### src/rtl/mask_rng.sv
// mask_rng: xorshift64 randomness source for the masked arithmetic datapath.
// Loads and sanitises seeds, runs a WARMUP-step warm-up after each seed, then
// hands out one RADIX-bit mask word per rnd_valid/rnd_ready handshake.
// Optional health monitor enabled by defining MASK_RNG_HEALTH_EN: it adds the
// FAULT state and the sticky fault output.
module mask_rng #(
    parameter int unsigned      RADIX        = 64,
    parameter logic [RADIX-1:0] SEED_DEFAULT = 64'h1,
    parameter int unsigned      WARMUP       = 4
) (
    input  logic             clk,
    input  logic             rst_n,
    input  logic             seed_valid,
    input  logic [RADIX-1:0] seed,
    output logic             seed_ready,
    output logic             rnd_valid,
    output logic [RADIX-1:0] rnd,
    input  logic             rnd_ready
`ifdef MASK_RNG_HEALTH_EN
    ,
    output logic             fault
`endif
);

`ifdef MASK_RNG_HEALTH_EN
    typedef enum logic [1:0] {
        ST_UNSEEDED = 2'd0,
        ST_WARM     = 2'd1,
        ST_RUN      = 2'd2,
        ST_FAULT    = 2'd3
    } state_t;
`else
    typedef enum logic [1:0] {
        ST_UNSEEDED = 2'd0,
        ST_WARM     = 2'd1,
        ST_RUN      = 2'd2
    } state_t;
`endif

    localparam logic [7:0] WARM_LAST = 8'(WARMUP - 1);

    state_t           state;
    state_t           state_nxt;
    logic [RADIX-1:0] s;
    logic [RADIX-1:0] s_nxt;
    logic [RADIX-1:0] f_s;
    logic [7:0]       cnt;
    logic [7:0]       cnt_nxt;
    logic             seed_fire;

    // One xorshift64 step with the 21/35/4 shift triple; shifts are logical
    // and truncate to the register width.
    function automatic logic [RADIX-1:0] xorshift(input logic [RADIX-1:0] v);
        logic [RADIX-1:0] y;
        logic [RADIX-1:0] z;
        y = v ^ (v << 21);
        z = y ^ (y >> 35);
        return z ^ (z << 4);
    endfunction

    // All outputs are decoded from registers so nothing combinational reaches
    // from the inputs to the outputs.
    always_comb begin
        f_s        = xorshift(s);
        rnd        = s;
        rnd_valid  = (state == ST_RUN);
`ifdef MASK_RNG_HEALTH_EN
        seed_ready = (state != ST_FAULT);
        fault      = (state == ST_FAULT);
`else
        seed_ready = 1'b1;
`endif
        seed_fire  = seed_valid & seed_ready;
    end

    // Next-state logic: a seed load beats everything else (including a
    // simultaneous rnd handshake, whose word still counts as delivered), and
    // a zero seed is replaced because zero is the xorshift fixed point.
    always_comb begin
        state_nxt = state;
        s_nxt     = s;
        cnt_nxt   = cnt;
        if (seed_fire) begin
            s_nxt     = (seed == '0) ? SEED_DEFAULT : seed;
            cnt_nxt   = 8'd0;
            state_nxt = ST_WARM;
        end else begin
            case (state)
                ST_WARM: begin
                    s_nxt   = f_s;
                    cnt_nxt = cnt + 8'd1;
                    if (cnt == WARM_LAST) begin
                        state_nxt = ST_RUN;
                    end
                end
                ST_RUN: begin
                    if (rnd_ready) begin
                        s_nxt = f_s;
                    end
                end
                default: begin
                end
            endcase
        end
`ifdef MASK_RNG_HEALTH_EN
        // A zero or self-mapping state can only come from corruption, so it
        // freezes everything in FAULT until reset.
        if (((state == ST_WARM) || (state == ST_RUN)) &&
            ((s == '0) || (f_s == s))) begin
            state_nxt = ST_FAULT;
            s_nxt     = s;
            cnt_nxt   = cnt;
        end
`endif
    end

    // State, generator register and warm-up counter with synchronous reset.
    always_ff @(posedge clk) begin
        if (!rst_n) begin
            state <= ST_UNSEEDED;
            s     <= '0;
            cnt   <= 8'd0;
        end else begin
            state <= state_nxt;
            s     <= s_nxt;
            cnt   <= cnt_nxt;
        end
    end

endmodule
### config.mk
export PLATFORM = sky130hd
export DESIGN_NAME = mask_rng
export DESIGN_NICKNAME = d
export VERILOG_FILES = /design/src/rtl/mask_rng.sv
export SDC_FILE = /design/constraint.sdc
export NUM_CORES = 1
export LEC_CHECK = 0
export CAP_MARGIN = 20
export CORE_MARGIN = 2
export CORE_UTILIZATION = 40
export DETAILED_ROUTE_END_ITERATION = 6
export PLACE_DENSITY = 0.7
export SLEW_MARGIN = 20
export SYNTH_ARGS = -nofsm -noshare
export SYNTH_HDL_FRONTEND = slang
export SYNTH_SLANG_ARGS = --single-unit
### constraint.sdc
create_clock -name clk -period 1.8 [get_ports clk]
set_input_delay 0.27 -clock clk [delete_from_list [all_inputs] [get_ports clk]]
set_output_delay 0.27 -clock clk [all_outputs]
set_load 0.01 [all_outputs]
==> results.tsv, run 1 <==
metric	value	unit
fmax	561	MHz
syn_inst	561	
die_area	12700	sq um
ys_seq_area_share	31.4	%
clock-sinks	74	
critPathMaxFanout	6	
drv_slew	0	
area_growth	49.0	%
initial_core_util	41.1	%
worstPathArrival	1510	ps
synthTopCellsByArea	dfxtp_1, xnor2_1, xor2_1	
place_inst	870	
grt_pass1_wl	26.9	mm
syn_nets	630	
grt_max_degree	66	
ys_warn_count	0	
first_iter_violations	471	
reg2reg_from	rnd[51]$_SDFFE_PN0P_	
clk_path_buf_depth	2	
r2r_end	rnd[16]$_SDFFE_PN0P_	
num_rows	39	
min_path_type	in -> reg	
clock_latency	340	ps
io_pins	134	
synth_top_area_cell	dfxtp_1	
hold_violations	0	
wl_per_cell	19.7	um
status	finished clean	
synth_edf_count	0	
fin_util	61.3	%
setup_violations	0	
fin_skew	8.41	ps
core_area	11500	sq um
yosysMostFrequentCell	xnor2_1	
first_pass_iters	7	
postCtsHoldBufs	0	
place_hpwl	13.2	mm
cp.required	1530	ps
criticalPathCategory	reg -> out	
clock-root-buffer	clkbuf_16	
ir_worst_vdd	560	uV
cp_slowest_cell	clkdlybuf4s50_1	
cp_cell_sequence	clkdlybuf4s50_1	
routed_wl	17.4	mm
clkTransAtPathRegs	60	ps
synth_common_cells	xnor2_1, dfxtp_1, nand2_1	
viasPerCell	5.58	
gp_congestion	0.907	
io_buffers	132	
r2r_cells	5	
final_nets	807	
drive_gt1_share	14.3	%
timing.critical_path.buf_inv	1	
max-cap-violations	0	
finalCriticalPeriod	1780	ps
crit_start	rnd[10]$_SDFFE_PN0P_	
worst_setup_path_start_kind	flip-flop	
grt_setup_unrepaired	true	
synth_top_area_share	31.4	%
cp-endpoint	rnd[10]	
ant_nets	0	
cts_tree	yes	
die_w	113	um
path_depth	1	
synth_cell_types	46	
critPathTopFamily	buffers and inverters	
tightestPinTransition	611	ps
reg2reg_setup_slack	130	ps
max_stage_delay	610	ps
async_flop_share	0	%
grt-ovfl-total	0	
stdcell_count	886	
end_kind	primary output	
synth_area	4720	sq um
cts_buffers	9	
power.density	1270	nW/um^2
vias	4944	
setup_tns	0	ps
avgSynthCellArea	8.41	sq um
post_cts_buffers	0	
holdWs	352	ps
relSlewSlack	59.0	%
post-route-period-util	99.0	%
track_usage	27.2	%
antenna_found_initial	0	
h-tree-depth	3	
ys_seq_elements	74	
hold_start	seed_valid	
synth_ff_type	dfxtp_1	
drcViolationCount	0	
n_antenna_cell	0	
die_y	113	um
grt_pass1_vias	4904	
p_leak	0.00267	uW
## cell type report
type | count | area (sq um)
Clock inverter | 5 | 78.8
Multi-Input combinational cell | 442 | 3090
Sequential cell | 74 | 1480
Inverter | 3 | 11.3
Timing Repair Buffer | 208 | 1950
Clock buffer | 11 | 233
Fill cell | 990 | 4440
Tap cell | 143 | 179
## where the power goes
part	internal, uW	leakage (uW)	switching [uW]	total [uW]
combinational	2500	0.00191	2090	4590
sequential	1920	0.000612	447	2370
clock	1210	0.000153	746	1960
## metal layers
layer / wire [um] / global-route usage (%) / share of wire, %
met2: 8340 / 44.2 / 48
met1: 7230 / 36.4 / 41
met3: 1370 / 4.05 / 7.9
met5: 0 / 0 / 0
met4: 496 / 10.8 / 2.8
## through the flow
step | setup WS (ps) | instance area, sq um | power (uW)
finish | 18.6 | 7030 | 8920
global route | 6.90 | 7030 | 9380
CTS | 32.0 | 6990 | 8850
detailed placement | -242 | 6680 | 6880
global placement | -234 | 6680 | 6800
floorplan | 225 | 4720 | 5160
## placed cells by master (no fill, tap or decap), types with 2 or more instances in the layout
| cell | count |
|---|---|
| nor3_1 | 6 |
| nand4_1 | 7 |
| nor4_2 | 2 |
| o221ai_1 | 8 |
| clkdlybuf4s50_1 | 131 |
| a22o_1 | 2 |
| xor2_2 | 2 |
| o22ai_1 | 3 |
| buf_12 | 5 |
| o211ai_1 | 14 |
| nor4_1 | 16 |
| or3_1 | 2 |
| clkbuf_16 | 9 |
| buf_4 | 71 |
| a22oi_1 | 15 |
| nand3_1 | 10 |
| bufinv_16 | 2 |
| a211oi_1 | 7 |
| a21oi_1 | 40 |
| xnor2_2 | 3 |
| xnor3_1 | 3 |
| o21ai_0 | 36 |
| and2_1 | 3 |
| or4_1 | 3 |
| o31ai_1 | 4 |
| nor2_1 | 37 |
| xnor2_1 | 101 |
| mux2i_1 | 15 |
| o211a_1 | 3 |
| dfxtp_1 | 73 |
| clkbuf_1 | 2 |
| nand2_1 | 46 |
| clkinv_2 | 2 |
| nor4b_1 | 3 |
| xor2_1 | 32 |
| nand2b_1 | 6 |
## flip-flops by register name, indices dropped and copies added (netlist names)
| name | flops |
|---|---|
| cnt | 8 |
| rnd | 64 |
| state | 2 |
## worst register-to-register path: stages (launching register included)
cell     delay [ps]
dfxtp_1         360
xnor2_2         300
xor2_2          220
xnor2_1         140
or4_1           420
a31oi_1         160
## cell families (layout without fill, tap and decap cells)
group           after synthesis  in the layout  share of synthesized area, %
simple gates                148            148                          15.2
xor+xnor                    142            142                          28.0
compound gates              134            134                          17.6
flops                        74             74                          31.4
buf+inv                      45            227                          3.92
mux                          16             16                          3.42
fa+ha+maj                     1              1                         0.265
other cells                   1              1                        0.0795
## repair_timing
| action | 4_1_cts | 5_1_grt |
|---|---|---|
| resized for setup | 0 | 8 |
| hold endpoints to repair | 0 | 0 |
| setup endpoints to repair | 0 | 8 |
## worst min-delay path by stage
stage / to / cells after the start
after floorplan: rnd[62]$_SDFFE_PN0P_ / 2
after global placement: cnt[7]$_SDFFE_PP0P_ / 2
after detailed placement: state[1]$_SDFFE_PP0P_ / 2
after CTS: state[0]$_SDFFE_PN0P_ / 4
after global routing: state[0]$_SDFFE_PN0P_ / 4
final: state[0]$_SDFFE_PN0P_ / 4
(Power assumes the default switching activity.)
==> run 2: changes to the inputs <==
--- a/config.mk
+++ b/config.mk
@@ -5,11 +5,13 @@
 export SDC_FILE = /design/constraint.sdc
 export NUM_CORES = 1
 export LEC_CHECK = 0
-export CAP_MARGIN = 20
+export CAP_MARGIN = 30
+export CELL_PAD_IN_SITES_DETAIL_PLACEMENT = 1
+export CELL_PAD_IN_SITES_GLOBAL_PLACEMENT = 1
 export CORE_MARGIN = 2
-export CORE_UTILIZATION = 40
+export CORE_UTILIZATION = 35
 export DETAILED_ROUTE_END_ITERATION = 6
-export PLACE_DENSITY = 0.7
+export PLACE_DENSITY = 0.81
 export SLEW_MARGIN = 20
 export SYNTH_ARGS = -nofsm -noshare
 export SYNTH_HDL_FRONTEND = slang
==> run 2 against run 1 <==
Global-route usage up 0.48 points. Core utilization decreased by 6.7 points. Fmax rose by 1.6%. Register-to-register slack worse by 20 ps. Worst hold slack improved by 140 ps. Sequential share of layout area down 0.47 points. Total power shrank 1.6%. Setup slack improved by 28 ps. Critical path depth is the same. Clock skew fell by 2.3 ps. Die area rose by 14%. Critical endpoint is now rnd[12]. Largest cell class unchanged.
==> results.tsv, run 2 (same netlist as run 1, synthesis figures left out) <==
metric	value	unit	change
vias	5161		+4.4%
ant_nets	0		unchanged
clk_path_buf_depth	2		unchanged
largest_reg_flops	64		unchanged
holdPathEnd	rnd[50]$_SDFFE_PN0P_		
first_iter_violations	320		-32%
area_growth	52.6	%	
viasPerCell	5.51		-1.3%
post-route-period-util	97.4	%	-1.6 points
relSlewSlack	53.7	%	-5.2 points
core_area	13200	sq um	+15%
reg2reg_from	rnd[28]$_SDFFE_PN0P_		
r2r_cells	5		unchanged
fmax	570	MHz	+1.6%
max_stage_delay	610	ps	about the same
fin_util	54.6	%	-6.7 points
routed_wl	20.1	mm	+15%
max-cap-violations	0		unchanged
gp_congestion	0.908		about the same
final_nets	828		+2.6%
r2r_end	rnd[32]$_SDFFE_PN0P_		
worst_setup_path_start_kind	flip-flop		
die_w	120	um	+6.7%
min_path_type	in -> reg		
criticalPathCategory	reg -> out		
grt_pass1_wl	30.5	mm	+13%
hold_violations	0		unchanged
clock-root-buffer	clkbuf_16		
drcViolationCount	0		unchanged
track_usage	27.7	%	+0.48 points
initial_core_util	35.8	%	-5.4 points
worstPathArrival	1480	ps	-30 ps
mostFrequentLayoutCells	clkdlybuf4s50_1, xnor2_1, buf_4, dfxtp_1, nand2_1		
fin_skew	6.07	ps	-2.34 ps
min_path_cells	4		unchanged
h-tree-depth	3		unchanged
cts_tree	yes		
tightestPinTransition	689	ps	+78.2 ps
fillCellCount	1531		+55%
grt_max_degree	45		-32%
hold_start	seed_valid		
cp_cell_sequence	clkdlybuf4s50_1		
die_area	14400	sq um	+14%
cp.required	1530	ps	about the same
n_antenna_cell	0		unchanged
drv_slew	0		unchanged
num_rows	42		+7.7%
grt_use_met1	33.5	%	-2.9 points
place_hpwl	15.2	mm	+15%
first_pass_iters	5		-2
grt_pass1_vias	5507		+12%
met3_usage	4.47	%	+0.42 points
cts_buffers	9		unchanged
ir_worst_vdd	492	uV	-12%
die_y	120	um	+6.7%
critPathTopFamily	buffers and inverters		
pre_cts_ws	-301	ps	-58.9 ps
cp_slowest_cell	clkdlybuf4s50_1		
grt.met2_usage	47.5	%	+3.4 points
final_common_cell	clkdlybuf4s50_1		
clock-sinks	74		unchanged
timing.critical_path.buf_inv	1		unchanged
clkTransAtPathRegs	60	ps	about the same
reg2reg_setup_slack	110	ps	-20 ps
power.density	1220	nW/um^2	-3.9%
critPathMaxFanout	7		+1
grt_setup_unrepaired	false		
io_pins	134		unchanged
clock_latency	350	ps	about the same
antenna_found_initial	0		unchanged
status	finished clean		
setup_violations	0		unchanged
finalCriticalPeriod	1750	ps	-28.2 ps
postCtsHoldBufs	0		unchanged
wl_per_cell	21.5	um	+9.1%
drive_gt1_share	16.2	%	+1.9 points
p_leak	0.00277	uW	+3.6%
end_kind	primary output		
busiest_layer	met2		
io_buffers	132		unchanged
fin_ws	46.8	ps	+28.2 ps
grt-ovfl-total	0		unchanged
-- run 2: how the worst max path moves through the flow --
stage / slack (ps) / startpoint / cells after the start / end
final: 50 / rnd[12]$_SDFFE_PN0P_ / 1 / rnd[12]
after global routing: 8 / rnd[28]$_SDFFE_PN0P_ / 5 / rnd[32]$_SDFFE_PN0P_
after CTS: 8 / state[0]$_SDFFE_PN0P_ / 6 / rnd[39]$_SDFFE_PN0P_
after detailed placement: -300 / rnd_ready / 7 / rnd[41]$_SDFFE_PN0P_
after global placement: -270 / rnd_ready / 6 / rnd[30]$_SDFFE_PN0P_
after floorplan: 230 / rnd[59]$_SDFFE_PN0P_ / 5 / rnd[24]$_SDFFE_PN0P_
-- run 2: area by class of cell --
| cell class | instances | area [sq um] | share of cell area, % |
|---|---|---|---|
| timing repair buffer | 229 | 2160 | 30.0 |
| inverter | 3 | 11.3 | 0.156 |
| sequential | 74 | 1490 | 20.6 |
| clock inverter | 1 | 5.00 | 0.0695 |
| tap | 176 | 220 | 3.06 |
| clock buffer | 12 | 236 | 3.28 |
| multi-input combinational | 442 | 3090 | 42.9 |
-- run 2: repair_timing --
action                                  4_1_cts  5_1_grt
buffers inserted                              0        1
gates resized for setup                       0       12
endpoints found under the setup margin        0       17
-- run 2: per-layer routing --
metal | share of wire (%) | vias to the layer above
met5 | 0 | -
li1 | - | 2361
met1 | 41 | 2543
met3 | 5.9 | 42
met4 | 3.5 | 0
met2 | 50 | 215
-- run 2: through the flow --
step	instance area [sq um]	hold slack, ps	instances	total power (uW)	TNS (ps)
floorplan	4720	413	561	5160	0
global placement	6890	466	922	6840	-8560
detailed placement	6890	494	922	7050	-12080
CTS	7130	472	935	8690	0
global route	7200	520	937	9230	0
finish	7200	492	937	8780	0
-- run 2: power by group --
group          total [uW]  internal, uW  leakage (uW)  switching, uW
clock network        1610           910      0.000118            702
logic                4810          2520       0.00204           2290
registers            2360          1920      0.000612            438
==> run 3: changes to the inputs <==
--- a/config.mk
+++ b/config.mk
@@ -8,6 +8,7 @@
 export CAP_MARGIN = 30
 export CELL_PAD_IN_SITES_DETAIL_PLACEMENT = 1
 export CELL_PAD_IN_SITES_GLOBAL_PLACEMENT = 1
+export CORE_ASPECT_RATIO = 0.8
 export CORE_MARGIN = 2
 export CORE_UTILIZATION = 35
 export DETAILED_ROUTE_END_ITERATION = 6
==> constraint.sdc (replaced) <==
create_clock -name clk -period 1.8 [get_ports clk]
set_input_delay 0.36 -clock clk [delete_from_list [all_inputs] [get_ports clk]]
set_output_delay 0.36 -clock clk [all_outputs]
set_load 0.01 [all_outputs]
==> run 3 against run 2 <==
The flow now finishes with violations (setup timing). Cell count increased by 0.53%. Flip-flop and latch count unchanged. Critical path depth increased by 4. Count of clock-buffer cells in the layout decreased by 1. Global-route usage increased by 1.0 points. Die area about the same. Total power increased by 6.6%.
==> results.tsv, run 3 (same netlist as run 1, synthesis figures left out) <==
metric	value	unit	change
status	finished, violations left		
violations	setup timing		
final_common_cell	clkdlybuf4s50_1		
min_path_type	in -> reg		
h-tree-depth	3		unchanged
wl_per_cell	22.5	um	+4.9%
drv_slew	0		unchanged
clock-sinks	74		unchanged
reg2reg_setup_slack	-40	ps	-150 ps
antenna_found_initial	0		unchanged
fin_skew	7.98	ps	+1.91 ps
fin_ws	-37.7	ps	-84.5 ps
ir_worst_vdd	595	uV	+21%
largest_reg_flops	64		unchanged
cp.required	2060	ps	+530 ps
gp_congestion	0.869		-4.3%
grt_pass1_vias	5571		+1.2%
fillCellCount	1496		-2.3%
fin_util	57.1	%	+2.5 points
vias	5218		+1.1%
place_hpwl	15.1	mm	-0.58%
drive_gt1_share	21.3	%	+5.1 points
cp-endpoint	rnd[16]$_SDFFE_PN0P_		
viasPerCell	5.54		+0.57%
end_kind	flip-flop		
worstPathArrival	2100	ps	+620 ps
setup_violations	1		+1
relSlewSlack	56.4	%	+2.7 points
cts_buffers	9		unchanged
p_leak	0.00291	uW	+5.1%
reg2reg_from	rnd[51]$_SDFFE_PN0P_		
grt_pass1_wl	31.1	mm	+2.0%
worst_setup_path_start_kind	flip-flop		
fmax	544	MHz	-4.6%
die_w	134	um	+11%
track_usage	28.7	%	+1.0 points
max_stage_delay	470	ps	-140 ps
multi_input_area	3160	sq um	+2.4%
first_pass_iters	5		unchanged
drcViolationCount	0		unchanged
clock_latency	360	ps	about the same
post-route-period-util	102	%	+4.7 points
die_y	108	um	-10%
hold_violations	0		unchanged
critPathMaxFanout	3		-4
first_iter_violations	371		+16%
clkTransAtPathRegs	60	ps	about the same
r2r_cells	5		unchanged
final_nets	831		+0.36%
grt_max_degree	52		+16%
finalCriticalPeriod	1840	ps	+84.5 ps
grt-ovfl-total	0		unchanged
power.density	1260	nW/um^2	+3.4%
clock-root-buffer	clkbuf_16		
n_antenna_cell	0		unchanged
design_area	7430	sq um	+3.2%
clk_path_buf_depth	2		unchanged
cts_tree	yes		
cp_cell_sequence	xnor2_2 > xor2_2 > xnor2_1 > or4_1 > a31oi_1		
routed_wl	21.2	mm	+5.5%
core_area	13000	sq um	-1.4%
io_buffers	132		unchanged
cp_slowest_cell	or4_1		
num_rows	37		-12%
criticalPathCategory	reg -> reg		
r2r_end	rnd[16]$_SDFFE_PN0P_		
tightestPinTransition	650	ps	-39.6 ps
max-cap-violations	0		unchanged
seqCellArea	1520	sq um	+2.4%
mostFrequentLayoutCells	clkdlybuf4s50_1, xnor2_1, buf_4, nand2_1, dfxtp_1		
placed_area	6890	sq um	about the same
area_growth	57.5	%	
initial_core_util	36.3	%	+0.50 points
ant_nets	0		unchanged
die_area	14400	sq um	about the same
holdWs	440	ps	-51.3 ps
crit_start	rnd[51]$_SDFFE_PN0P_		
io_pins	134		unchanged
grt_setup_unrepaired	true		
==> run 3: changes by cell type in the layout (fill, tap and decap cells not counted), sizes merged <==
cell | before | now
bufinv | 0 | 2
nor3 | 7 | 8
dlymetal6s2s | 0 | 5
clkinv | 2 | 3
buf | 97 | 99
clkbuf | 13 | 12
clkinvlp | 0 | 1
dlygate4sd2 | 0 | 1
clkdlybuf4s50 | 131 | 125
==> run 3: final cells by class <==
type	count	share of cell area, %
Multi-Input combinational cell	443	42.5
Timing Repair Buffer	231	29.6
Sequential cell	74	20.5
Clock buffer	11	3.27
Tap cell	175	2.95
Clock inverter	5	1.04
Inverter	3	0.152
==> run 3: where the power goes <==
| part | total (uW) | internal, uW | switching [uW] |
|---|---|---|---|
| Combinational | 4890 | 2570 | 2320 |
| Sequential | 2450 | 1950 | 497 |
| Clock | 2020 | 1250 | 775 |
==> run 3: worst min path at each step <==
stage	from	end	cells after the start
final	seed_valid	state[0]$_SDFFE_PN0P_	3
after global routing	seed_valid	state[0]$_SDFFE_PN0P_	3
after CTS	seed_valid	state[0]$_SDFFE_PN0P_	3
after detailed placement	state[1]$_SDFFE_PP0P_	state[1]$_SDFFE_PP0P_	2
after global placement	cnt[7]$_SDFFE_PP0P_	cnt[7]$_SDFFE_PP0P_	2
after floorplan	cnt[7]$_SDFFE_PP0P_	cnt[7]$_SDFFE_PP0P_	2
==> run 3: timing repair <==
action	in CTS	in global routing
endpoints found under the setup margin	30	47
resized for setup	25	29
pin swaps	1	8
hold buffers	0	0
cloned	0	2
setup buffers	2	1
==> run 3: per-stage QoR <==
| stage | cells | worst slack, ps | total power, uW | setup TNS, ps |
|---|---|---|---|---|
| 3_5_place_dp | 921 | -488 | 7100 | -20560 |
| 2_1_floorplan | 561 | 225 | 5160 | 0 |
| 3_3_place_gp | 921 | -397 | 6910 | -17490 |
| 5_1_grt | 942 | -68.9 | 9800 | -224 |
| 4_1_cts | 939 | 2.30 | 9210 | 0 |
| 6_report | 942 | -37.7 | 9360 | -37.7 |
==> run 3: per-layer routing <==
layer / vias to the layer above / wire length (um) / GRT usage, %
li1: 2374 / - / -
met1: 2537 / 8960 / 34.7
met2: 250 / 10000 / 47.7
met3: 57 / 1470 / 7.63
met4: 0 / 776 / 13.7
met5: - / 0 / 0
==> run 3: worst max-delay path, delay by kind of cell, from the launching register on <==
kind	cells	cell delay, ps
simple gates	1	470
xor+xnor	3	680
compound gates	1	230
flops	1	360
